File: src/rtl/gb_timer.sv
// gb_timer: DIV/TIMA/TMA/TAC timer at FF04..FF07; clk/reset, CPU bus (addr_i, data_i, write_i), data_o/sel_o read path, irq_timer_o pulse
module gb_timer #(
  parameter logic [13:0] SYS_CNT_RESET = 14'h0000
) (
  input  logic        clk,
  input  logic        reset,
  input  logic [15:0] addr_i,
  input  logic [7:0]  data_i,
  input  logic        write_i,
  output logic [7:0]  data_o,
  output logic        sel_o,
  output logic        irq_timer_o
);
  typedef enum logic [1:0] {COUNT, OVF, RELOAD} state_t;
  state_t state, state_nxt;
  logic [13:0] cnt, cnt_nxt;
  logic [7:0] tima, tima_nxt, tma, tma_nxt;
  logic [2:0] tac, tac_nxt;
  logic tick_q, tick_nxt, sel_bit, fall, wr, wr_div, wr_tima, wr_tma, wr_tac;
  assign sel_o = addr_i[15:2] == 14'h3FC1;
  assign wr = write_i & sel_o;
  assign wr_div = wr & (addr_i[1:0] == 2'd0);
  assign wr_tima = wr & (addr_i[1:0] == 2'd1);
  assign wr_tma = wr & (addr_i[1:0] == 2'd2);
  assign wr_tac = wr & (addr_i[1:0] == 2'd3);
  assign irq_timer_o = (state == RELOAD) & ~reset;
  always_comb begin
    data_o = !sel_o ? 8'hFF :
             addr_i[1:0] == 2'd0 ? cnt[13:6] :
             addr_i[1:0] == 2'd1 ? tima :
             addr_i[1:0] == 2'd2 ? tma : {5'b11111, tac};
  end
  // Tick is evaluated on the post-edge counter/TAC so that a DIV or TAC
  // write pulling it low increments TIMA on that very edge.
  always_comb begin
    cnt_nxt = wr_div ? 14'd0 : cnt + 14'd1;
    tma_nxt = wr_tma ? data_i : tma;
    tac_nxt = wr_tac ? data_i[2:0] : tac;
    sel_bit = tac_nxt[1] ? (tac_nxt[0] ? cnt_nxt[5] : cnt_nxt[3])
                         : (tac_nxt[0] ? cnt_nxt[1] : cnt_nxt[7]);
    tick_nxt = tac_nxt[2] & sel_bit;
    fall = tick_q & ~tick_nxt;
  end
  always_comb begin
    state_nxt = state;
    tima_nxt = tima;
    case (state)
      COUNT: begin
        if (wr_tima) tima_nxt = data_i;
        else if (fall) begin
          tima_nxt = tima + 8'd1;
          state_nxt = tima == 8'hFF ? OVF : COUNT;
        end
      end
      OVF: begin
        tima_nxt = wr_tima ? data_i : tma_nxt;
        state_nxt = wr_tima ? COUNT : RELOAD;
      end
      RELOAD: begin
        tima_nxt = tma_nxt;
        state_nxt = COUNT;
      end
      default: state_nxt = COUNT;
    endcase
  end
  always_ff @(posedge clk) begin
    if (reset) begin
      cnt <= SYS_CNT_RESET;
      tima <= 8'h00;
      tma <= 8'h00;
      tac <= 3'b000;
      tick_q <= 1'b0;
      state <= COUNT;
    end else begin
      cnt <= cnt_nxt;
      tima <= tima_nxt;
      tma <= tma_nxt;
      tac <= tac_nxt;
      tick_q <= tick_nxt;
      state <= state_nxt;
    end
  end
endmodule

File: config.mk
export PLATFORM = sky130hd
export DESIGN_NAME = gb_timer
export DESIGN_NICKNAME = d
export VERILOG_FILES = /design/src/rtl/gb_timer.sv
export SDC_FILE = /design/constraint.sdc
export NUM_CORES = 1
export LEC_CHECK = 0
export BUFFER_PORTS_ARGS = -buffer_cell sky130_fd_sc_hd__buf_4
export CORE_MARGIN = 3
export CORE_UTILIZATION = 50
export DETAILED_ROUTE_END_ITERATION = 6
export GPL_TIMING_DRIVEN = 0
export PLACE_DENSITY = 0.75
export SYNTH_ARGS = -nofsm -noshare
export SYNTH_HDL_FRONTEND = slang
export SYNTH_SLANG_ARGS = --single-unit
export TNS_END_PERCENT = 100
File: constraint.sdc
create_clock -name clk -period 5.8 [get_ports clk]
set_clock_uncertainty 0.2 [all_clocks]
set_input_delay 1.16 -clock clk [delete_from_list [all_inputs] [get_ports clk]]
set_output_delay 1.16 -clock clk [all_outputs]
set_load 0.01 [all_outputs]
==> results of run 1 <==
==> power breakdown <==
part | total (mW) | internal [mW] | switching [mW]
clock network | 0.171 | 0.0817 | 0.0898
logic | 0.0376 | 0.0194 | 0.0182
registers | 0.250 | 0.249 | 0.00164
==> cell families after synthesis <==
group | count (synthesis) | synth area share, %
simple gates | 114 | 26.09
compound gates | 42 | 13.21
flops | 36 | 31.44
mux | 30 | 16.05
buf+inv | 19 | 3.821
xor+xnor | 16 | 6.114
fa+ha+maj | 6 | 3.275
==> per-layer routing <==
metal  vias to the layer above  track usage, %  wire, um
met5                         -               0         0
met4                         0           9.054        58
met3                         6           4.514       256
met2                        47           37.20      2719
met1                       971           29.77      2608
li1                       1019               -         -
==> synth_stat cells, types with 2 or more instances <==
| cell | number | area (um^2) |
|---|---|---|
| or4_1 | 2 | 15.01 |
| ha_1 | 6 | 75.07 |
| o221ai_1 | 5 | 43.79 |
| o21ai_0 | 5 | 25.02 |
| buf_6 | 2 | 22.52 |
| clkbuf_1 | 10 | 37.54 |
| xnor2_1 | 8 | 70.07 |
| nand3_1 | 15 | 75.07 |
| and3b_1 | 2 | 17.52 |
| mux2_4 | 4 | 60.06 |
| mux4_2 | 3 | 67.56 |
| dfxtp_1 | 36 | 720.7 |
| a222oi_1 | 2 | 20.02 |
| mux2_2 | 8 | 90.09 |
| o311a_1 | 2 | 20.02 |
| nand4_1 | 2 | 12.51 |
| nor3_1 | 2 | 10.01 |
| a21oi_1 | 12 | 60.06 |
| o22ai_1 | 5 | 31.28 |
| or3_1 | 2 | 12.51 |
| nand2b_1 | 14 | 87.58 |
| nor2_1 | 33 | 123.9 |
| nor2b_1 | 10 | 62.56 |
| xor2_1 | 8 | 70.07 |
| mux2i_1 | 15 | 150.1 |
| inv_1 | 5 | 18.77 |
| and3_1 | 5 | 31.28 |
| nand2_1 | 20 | 75.07 |
| and2_1 | 2 | 12.51 |
==> metrics by stage <==
stage | power [mW] | setup WS [ns] | instances | area (um^2)
6_report | 0.4595 | 1.212 | 356 | 2703
2_1_floorplan | 0.2721 | 1.553 | 263 | 2292
3_5_place_dp | 0.2938 | 1.203 | 349 | 2625
3_3_place_gp | 0.2932 | 1.246 | 349 | 2625
4_1_cts | 0.4619 | 1.223 | 356 | 2703
5_1_grt | 0.4745 | 1.117 | 356 | 2703
==> worst max-delay path by stage <==
stage                          from   endpoint  slack (ns)
after floorplan           addr_i[5]  data_o[3]        1.55
after global placement    addr_i[5]  data_o[5]        1.25
after detailed placement  addr_i[5]  data_o[2]        1.20
after CTS                 addr_i[5]  data_o[2]        1.22
after global routing      addr_i[5]  data_o[2]        1.12
final                     addr_i[5]  data_o[2]        1.21
==> sequential cells by signal, summed over array words and instances (netlist names) <==
| signal | flops |
|---|---|
| tick_q | 1 |
| tac | 3 |
| cnt | 14 |
| tima | 8 |
| tma | 8 |
| state | 2 |
==> cell type report <==
class	count	share of cell area, %
well taps	50	2.315
flip-flops and latches	36	26.67
clock buffers	6	2.685
plain buffers	13	2.407
inverters	6	0.8333
clock inverters	1	0.1852
repair buffers	36	10.00
multi-input cells	208	54.91
==> worst reg2reg max path, stage by stage (launching register included) <==
cell     delay, ns
dfxtp_1       0.38
nand3_1       0.10
nor3_1        0.22
xor2_1        0.21
and3b_1       0.19
o31ai_1       0.46
a31o_1        0.24
buf_6         0.17
mux2_4        0.32
==> metrics.md, run 1 <==
| Metric | Value |
|---|---|
| Root Driver | `clkbuf_8` |
| First-pass GRT wire length | `9.639 mm` |
| Initial DRC count | `123` |
| Die extent in x | `73.71 um` |
| Syn Inst Count | `263` |
| Setup CP Type | `in -> out` |
| R2R Path End | `tima[7]` |
| Post-Route WL | `5.643 mm` |
| Worst-path fanout max | `10` |
| CP max stage cell | `or4_1` |
| Fill cell count | `383` |
| Clock buffer count from CTS | `5` |
| Worst slew pin tran | `0.7789 ns` |
| Setup violations, final | `0` |
| RSZ-0062 raised after global routing | `no` |
| Worst Path Arrival | `3.23 ns` |
| WHS | `0.2721 ns` |
| Peak Freq | `217.9 MHz` |
| Remaining Overflow, GRT | `0` |
| Final Max Slew Viols | `0` |
| Initial antenna violation count | `0` |
| Syn Area/Cell | `8.716 um^2` |
| Clock transition at path regs | `0.07 ns` |
| Routed vias/inst | `5.739` |
| Outcome | `finished clean` |
| Pwr dens | `170.0 nW/um^2` |
| Wire per inst | `15.85 um` |
| Max Cap Viol | `0` |
| Fin crit share | `79.11%` |
| Final core occ | `64.32%` |
| Rel. slew slack | `47.52%` |
| Synth Cell Area | `2292 um^2` |
| # hold bufs at CTS | `0` |
| Worst hold start | `cnt[0]` |
| Final Critical Period | `4.588 ns` |
| CTS resizes | `0` |
| Layout cells sized above 1 | `21.57%` |
| Rows | `23` |
| Synth warn | `0` |
| CP max stage delay | `0.52 ns` |
| Die ar. | `5433 um^2` |
| GRT Util Overall | `22.94%` |
| Top_reg_cell synth | `dfxtp_1` |
| Syn Nets | `296` |
| CP Capture Type | `primary output` |
| Final hold violations | `0` |
| Commonest non-fill, non-tap cells in the layout | `36 x dfxtp_1, 36 x buf_4, 33 x nor2_1` |
| Reg2reg path depth | `8` |
| Netlist cell types | `47` |
| CTS tree | `yes` |
| DRT Pass-1 Iters | `4` |
| Antenna diodes | `0` |
| Post-detail-place hpwl | `4.272 mm` |
| Clk sinks | `36` |
| Critical path buffers and inverters | `5` |
| Starting density of the core | `54.56%` |
| Setup TNS | `0 ns` |
| CTS H-tree depth | `2` |
| CP startpoint kind | `input pin` |
| Critical Path, Cell by Cell | `buf_4 > or4_1 > or4_1 > buf_6 > inv_2 > clkbuf_1 > nand2b_1 > buf_4` |
| Crit path depth | `8` |
| Post-synthesis async set-or-reset flop share | `0%` |
| Sink of the worst hold path | `cnt[0]` |
| Max VDD drop | `127.4 uV` |
| #FFs+latches synth | `36` |
| Register area share after synthesis | `31.44%` |
| Number of I/O port buffers | `36` |
| R2R Path Start | `cnt[0]` |
| Flop2flop setup slack | `3.21 ns` |
| Crit path max-delay family | `simple AND/OR/NAND/NOR gates` |
| Clock latency on the worst-skew pair | `0.29 ns` |
| Final GP Congestion | `0.8663` |
| Leak | `1.112 nW` |
| Die height | `73.71 um` |
| Number of global-route vias before repair | `2039` |
| EDFF count, synth | `0` |
| Post-CTS setup buffers | `0` |
| Hold crit path type | `reg -> reg` |
| Number of antenna-violating nets in the routed design | `0` |
| Top Ports | `37` |
| Multi-input logic area | `1484 um^2` |
| DR vias | `2043` |
| Area delta synth->final | `17.90%` |
| Core Box Area | `4202 um^2` |
| Register area | `720.7 um^2` |
| Worst Path Required | `4.44 ns` |
| DRC | `0` |
| Nets@finish | `339` |
| Cell depth of the worst min-delay path | `1` |
| CTS Buffer Depth | `2` |
| Largest net degree at the start of global routing | `11` |
(Power assumes the default switching activity.)
==> run 2, diff against run 1 <==
--- a/config.mk
+++ b/config.mk
@@ -10,7 +10,7 @@
 export CORE_UTILIZATION = 50
 export DETAILED_ROUTE_END_ITERATION = 6
 export GPL_TIMING_DRIVEN = 0
-export PLACE_DENSITY = 0.75
+export PLACE_DENSITY = 0.78
 export SYNTH_ARGS = -nofsm -noshare
 export SYNTH_HDL_FRONTEND = slang
 export SYNTH_SLANG_ARGS = --single-unit
==> constraint.sdc (replaced) <==
create_clock -name clk -period 4.12 [get_ports clk]
set_clock_uncertainty 0.2 [all_clocks]
set_input_delay 0.824 -clock clk [delete_from_list [all_inputs] [get_ports clk]]
set_output_delay 0.824 -clock clk [all_outputs]
set_load 0.01 [all_outputs]
==> run 2 against run 1 <==
  * Register-to-register slack worse by 1.7 ns
  * Cell area is 1.8% higher
  * Worst hold slack better by 0.0011 ns
  * Non-clock buffer count unchanged
==> metrics.md, run 2 (synthesis gave the netlist of run 1 again) <==
| Metric | Value |
|---|---|
| Outcome | `finished clean` |
| # hold bufs at CTS | `0` |
| CTS resizes | `0` |
| Hold crit path type | `reg -> reg` |
| Nets@finish | `339` |
| CP max stage delay | `0.53 ns` |
| Setup violations, final | `0` |
| Layout cells sized above 1 | `22.15%` |
| RSZ-0062 raised after global routing | `no` |
| Sink of the worst hold path | `cnt[0]` |
| CP startpoint kind | `input pin` |
| Final WS setup | `0.1711 ns` |
| Wire per inst | `16.17 um` |
| R2R Path End | `tima[1]` |
| R2R Path Start | `cnt[0]` |
| Biggest regs | `cnt: 14 flops, tima: 8 flops, tma: 8 flops` |
| Final Max Slew Viols | `0` |
| Starting density of the core | `54.56%` |
| Final GP Congestion | `0.8627` |
| Peak Freq | `253.2 MHz` |
| Fin crit share | `95.85%` |
| CP max stage cell | `or4_1` |
| Largest net degree at the start of global routing | `12` |
| Post-placement cell area | `2625 um^2` |
| Rel. slew slack | `46.16%` |
| Clock transition at path regs | `0.07 ns` |
| CTS Buffer Depth | `2` |
| Pwr dens | `272.1 nW/um^2` |
| CP Capture Type | `primary output` |
| Cell depth of the worst min-delay path | `1` |
| Placed Cells | `349` |
| Clk sinks | `36` |
| Pre-CTS WS | `0.1039 ns` |
| Area delta synth->final | `20.03%` |
| Worst Path Required | `3.10 ns` |
| Remaining Overflow, GRT | `0` |
| CTS tree | `yes` |
| Leak | `1.135 nW` |
| Setup CP Type | `in -> out` |
| Number of global-route vias before repair | `1979` |
| Post-CTS setup buffers | `0` |
| Max reg flops | `14` |
| Number of I/O port buffers | `36` |
| Critical Path, Cell by Cell | `buf_4 > or4_1 > or4_1 > buf_6 > inv_2 > clkbuf_1 > nand2_1 > buf_4` |
| Core Box Area | `4202 um^2` |
| Final Power | `748.6 uW` |
| DRC | `0` |
| Worst hold start | `cnt[0]` |
| Final Critical Period | `3.949 ns` |
| Clock buffer count from CTS | `5` |
| Max VDD drop | `247.3 uV` |
| Antenna diodes | `0` |
| First-pass GRT wire length | `9.390 mm` |
| Die height | `73.71 um` |
| Top Ports | `37` |
| Commonest non-fill, non-tap cells in the layout | `36 x dfxtp_1, 36 x buf_4, 33 x nor2_1` |
| Root Driver | `clkbuf_8` |
| Worst Path Arrival | `2.92 ns` |
| Rows | `23` |
| Post-detail-place hpwl | `4.300 mm` |
| Post-route cell area | `2751 um^2` |
| Reg2reg path depth | `8` |
| Number of antenna-violating nets in the routed design | `0` |
| Worst-path fanout max | `10` |
| GRT Util Overall | `22.59%` |
| DRT Pass-1 Iters | `4` |
| Final core occ | `65.49%` |
| Die extent in x | `73.71 um` |
| Die ar. | `5433 um^2` |
| Setup TNS | `0 ns` |
| Post-Route WL | `5.773 mm` |
| Initial antenna violation count | `0` |
| Initial DRC count | `216` |
| Final hold violations | `0` |
| Biggest register | `cnt` |
| Worst slew pin tran | `0.7991 ns` |
| Max Cap Viol | `0` |
| Clock latency on the worst-skew pair | `0.29 ns` |
| WHS | `0.2732 ns` |
| Routed vias/inst | `5.745` |
| CTS H-tree depth | `2` |
| DR vias | `2051` |
| Flop2flop setup slack | `1.49 ns` |
| Fin cells | `357` |
-- run 2: cell count changes in the layout (fill, tap and decap cells not counted), sizes merged --
cell    previous run  this run
clkbuf            16        17
bufinv             0         1
clkinv             1         0
-- run 2: final cells by class --
cell class / count / area (um^2)
buffer: 13 / 65.06
sequential: 36 / 720.7
tap: 50 / 62.56
timing repair buffer: 36 / 270.3
multi-input combinational: 208 / 1484
clock buffer: 7 / 96.34
inverter: 6 / 22.52
clock inverter: 1 / 30.03
fill: 366 / 1450
-- run 2: power breakdown --
| part | total, mW | switching, mW | internal (mW) |
|---|---|---|---|
| logic | 0.0534 | 0.0260 | 0.0274 |
| clock network | 0.342 | 0.129 | 0.214 |
| registers | 0.353 | 0.00256 | 0.350 |
| total | 0.749 | 0.157 | 0.591 |
-- run 2: how the worst max path moves through the flow --
stage | start | slack (ns) | to
floorplan | addr_i[5] | 0.53 | tima[1]
global placement | addr_i[5] | 0.14 | tima[7]
detailed placement | addr_i[5] | 0.10 | tima[0]
CTS | addr_i[5] | 0.18 | data_o[5]
global route | addr_i[5] | 0.06 | data_o[2]
finish | addr_i[5] | 0.17 | data_o[5]
-- run 2: critical path: cells and delay by family --
kind,cells,cell delay [ns]
and+or+nand+nor,3,1.18
buffers and inverters,5,0.91
-- run 2: layer usage --
metal	vias to the layer above	GRT usage (%)	part of all wire, %
met1	979	28.80	44
met2	46	37.89	49
met4	0	7.243	0.94
met3	7	4.651	5.6
met5	-	0	0
li1	1019	-	-
==> run 3, diff against run 2 <==
==> constraint.sdc (replaced) <==
create_clock -name clk -period 3.56 [get_ports clk]
set_clock_uncertainty 0.2 [all_clocks]
set_input_delay 0.712 -clock clk [delete_from_list [all_inputs] [get_ports clk]]
set_output_delay 0.712 -clock clk [all_outputs]
set_load 0.01 [all_outputs]
==> run 3 against run 2 <==
  * Power rose by 16%
  * Worst hold slack improved by 0.0017 ns
  * Via count fell by 0.29%
  * Clock power rose by 18%
  * Sequential power rose by 16%
  * Largest power group unchanged
  * Largest cell class unchanged
  * Critical endpoint is now tima[1]
==> metrics.md, run 3 (synthesis gave the netlist of run 1 again) <==
| Metric | Value |
|---|---|
| Top Ports | `37` |
| CTS Buffer Depth | `2` |
| Initial antenna violation count | `0` |
| Worst Path Required | `3.53 ns` |
| Commonest non-fill, non-tap cells in the layout | `40 x buf_4, 36 x dfxtp_1, 33 x nor2_1` |
| Clock transition at path regs | `0.08 ns` |
| R2R Path Start | `state[1]` |
| Worst slew pin tran | `0.5686 ns` |
| P_sw | `187.4 uW` |
| Post-Route WL | `5.915 mm` |
| Biggest register | `cnt` |
| Die height | `73.71 um` |
| Max reg flops | `14` |
| Flop2flop setup slack | `1.08 ns` |
| Max VDD drop | `286.7 uV` |
| Switching Share | `21.50%` |
| CTS tree | `yes` |
| Largest net degree at the start of global routing | `12` |
| Worst Path Arrival | `3.46 ns` |
| Rel. slew slack | `61.84%` |
| Number of I/O port buffers | `36` |
| CP Capture Type | `flip-flop` |
| Initial DRC count | `168` |
| R2R Path End | `tima[5]` |
| Worst hold start | `cnt[0]` |
| Layout cells sized above 1 | `24.19%` |
| Number of global-route vias before repair | `1984` |
| Final Max Slew Viols | `0` |
| Clock latency on the worst-skew pair | `0.29 ns` |
| Logic pwr share | `7.1%` |
| Hold crit path type | `reg -> reg` |
| # hold bufs at CTS | `0` |
| Root Driver | `clkbuf_8` |
| Area delta synth->final | `22.71%` |
| Final GP Congestion | `0.8627` |
| GRT Util Overall | `22.68%` |
| Core Box Area | `4202 um^2` |
| Worst-path fanout max | `8` |
| Number of antenna-violating nets in the routed design | `0` |
| Fin crit share | `97.80%` |
| Most common cell after layout, fill and taps aside | `buf_4` |
| Cell depth of the worst min-delay path | `1` |
| Die extent in x | `73.71 um` |
| Biggest regs | `cnt: 14 flops, tima: 8 flops, tma: 8 flops` |
| Reg2reg path depth | `7` |
| Routed vias/inst | `5.681` |
| Pint | `684.3 uW` |
| DRC | `0` |
| Outcome | `finished clean` |
| Reg power frac | `46.8%` |
| Share of total power in the clock network | `46.1%` |
| Nets@finish | `342` |
| Final Critical Period | `3.482 ns` |
| Leak | `1.159 nW` |
| Peak Freq | `287.2 MHz` |
| DRT Pass-1 Iters | `4` |
| Setup CP Type | `in -> reg` |
| Wire per inst | `16.43 um` |
| Starting density of the core | `54.56%` |
| Setup violations, final | `0` |
| Sink of the worst hold path | `cnt[0]` |
| Final Power | `871.6 uW` |
| Post-detail-place hpwl | `4.300 mm` |
| Remaining Overflow, GRT | `0` |
| Clock buffer count from CTS | `5` |
| Max Cap Viol | `0` |
| Final hold violations | `0` |
| Clk sinks | `36` |
| Die ar. | `5433 um^2` |
| CTS H-tree depth | `2` |
| Post-placement cell area | `2625 um^2` |
| DR vias | `2045` |
| Post-route cell area | `2813 um^2` |
| Pwr dens | `309.9 nW/um^2` |
| CP startpoint kind | `input pin` |
| First-pass GRT wire length | `9.432 mm` |
| Antenna diodes | `0` |
| Rows | `23` |
-- run 3: worst max path at each step --
stage / endpoint / from / slack (ns)
final: tima[1] / addr_i[5] / 0.08
after global routing: tima[1] / addr_i[5] / -0.02
after CTS: data_o[5] / addr_i[5] / 0.02
after detailed placement: tima[0] / addr_i[5] / -0.34
after global placement: tima[7] / addr_i[5] / -0.31
after floorplan: tima[1] / addr_i[5] / 0.08
-- run 3: power by group through the flow --
| stage | clock network, mW | logic (mW) | registers [mW] |
|---|---|---|---|
| 6_report | 0.402 | 0.0619 | 0.408 |
| 3_5_place_dp | 0 | 0.0612 | 0.418 |
| 5_1_grt | 0.425 | 0.0673 | 0.408 |
| 3_3_place_gp | 0 | 0.0604 | 0.417 |
| 2_1_floorplan | 0 | 0.0266 | 0.417 |
| 4_1_cts | 0.403 | 0.0616 | 0.408 |
-- run 3: critical path: stages --
cell	delay [ns]
buf_4	0.10
or4_1	0.52
or4_1	0.53
buf_6	0.16
inv_2	0.11
nand2_1	0.16
mux2i_2	0.32
o31ai_4	0.15
a31o_1	0.24
buf_6	0.15
mux2_4	0.30
-- run 3: stage by stage --
step	worst slack (ns)	util, %	setup TNS [ns]	hold WS, ns	cells
finish	0.07847	66.94	0	0.2749	360
global route	-0.02488	66.94	-0.05888	0.3143	360
CTS	0.02025	65.81	0	0.2807	358
detailed placement	-0.3441	62.48	-3.785	0.2630	349
global placement	-0.3056	62.48	-2.818	0.2474	349
floorplan	0.08352	-	0	0.2299	263
-- run 3: routing by layer --
layer	track usage (%)	vias to the layer above	wire, um
met4	7.243	0	36
met3	4.651	5	364
met1	29.05	966	2583
li1	-	1026	-
met2	37.89	48	2931
met5	0	-	0
-- run 3: timing repair --
item	in CTS	in global routing
buffers inserted	1	2
resized for setup	3	8
setup endpoints to repair	13	14
pin swaps	1	1
-- run 3: layout make-up --
class	count	area (um^2)
inverter	6	22.52
timing repair buffer	39	292.8
clock buffer	7	96.34
sequential	36	720.7
multi-input combinational	208	1519
fill	356	1389
clock inverter	1	30.03
buffer	13	68.82
tap	50	62.56
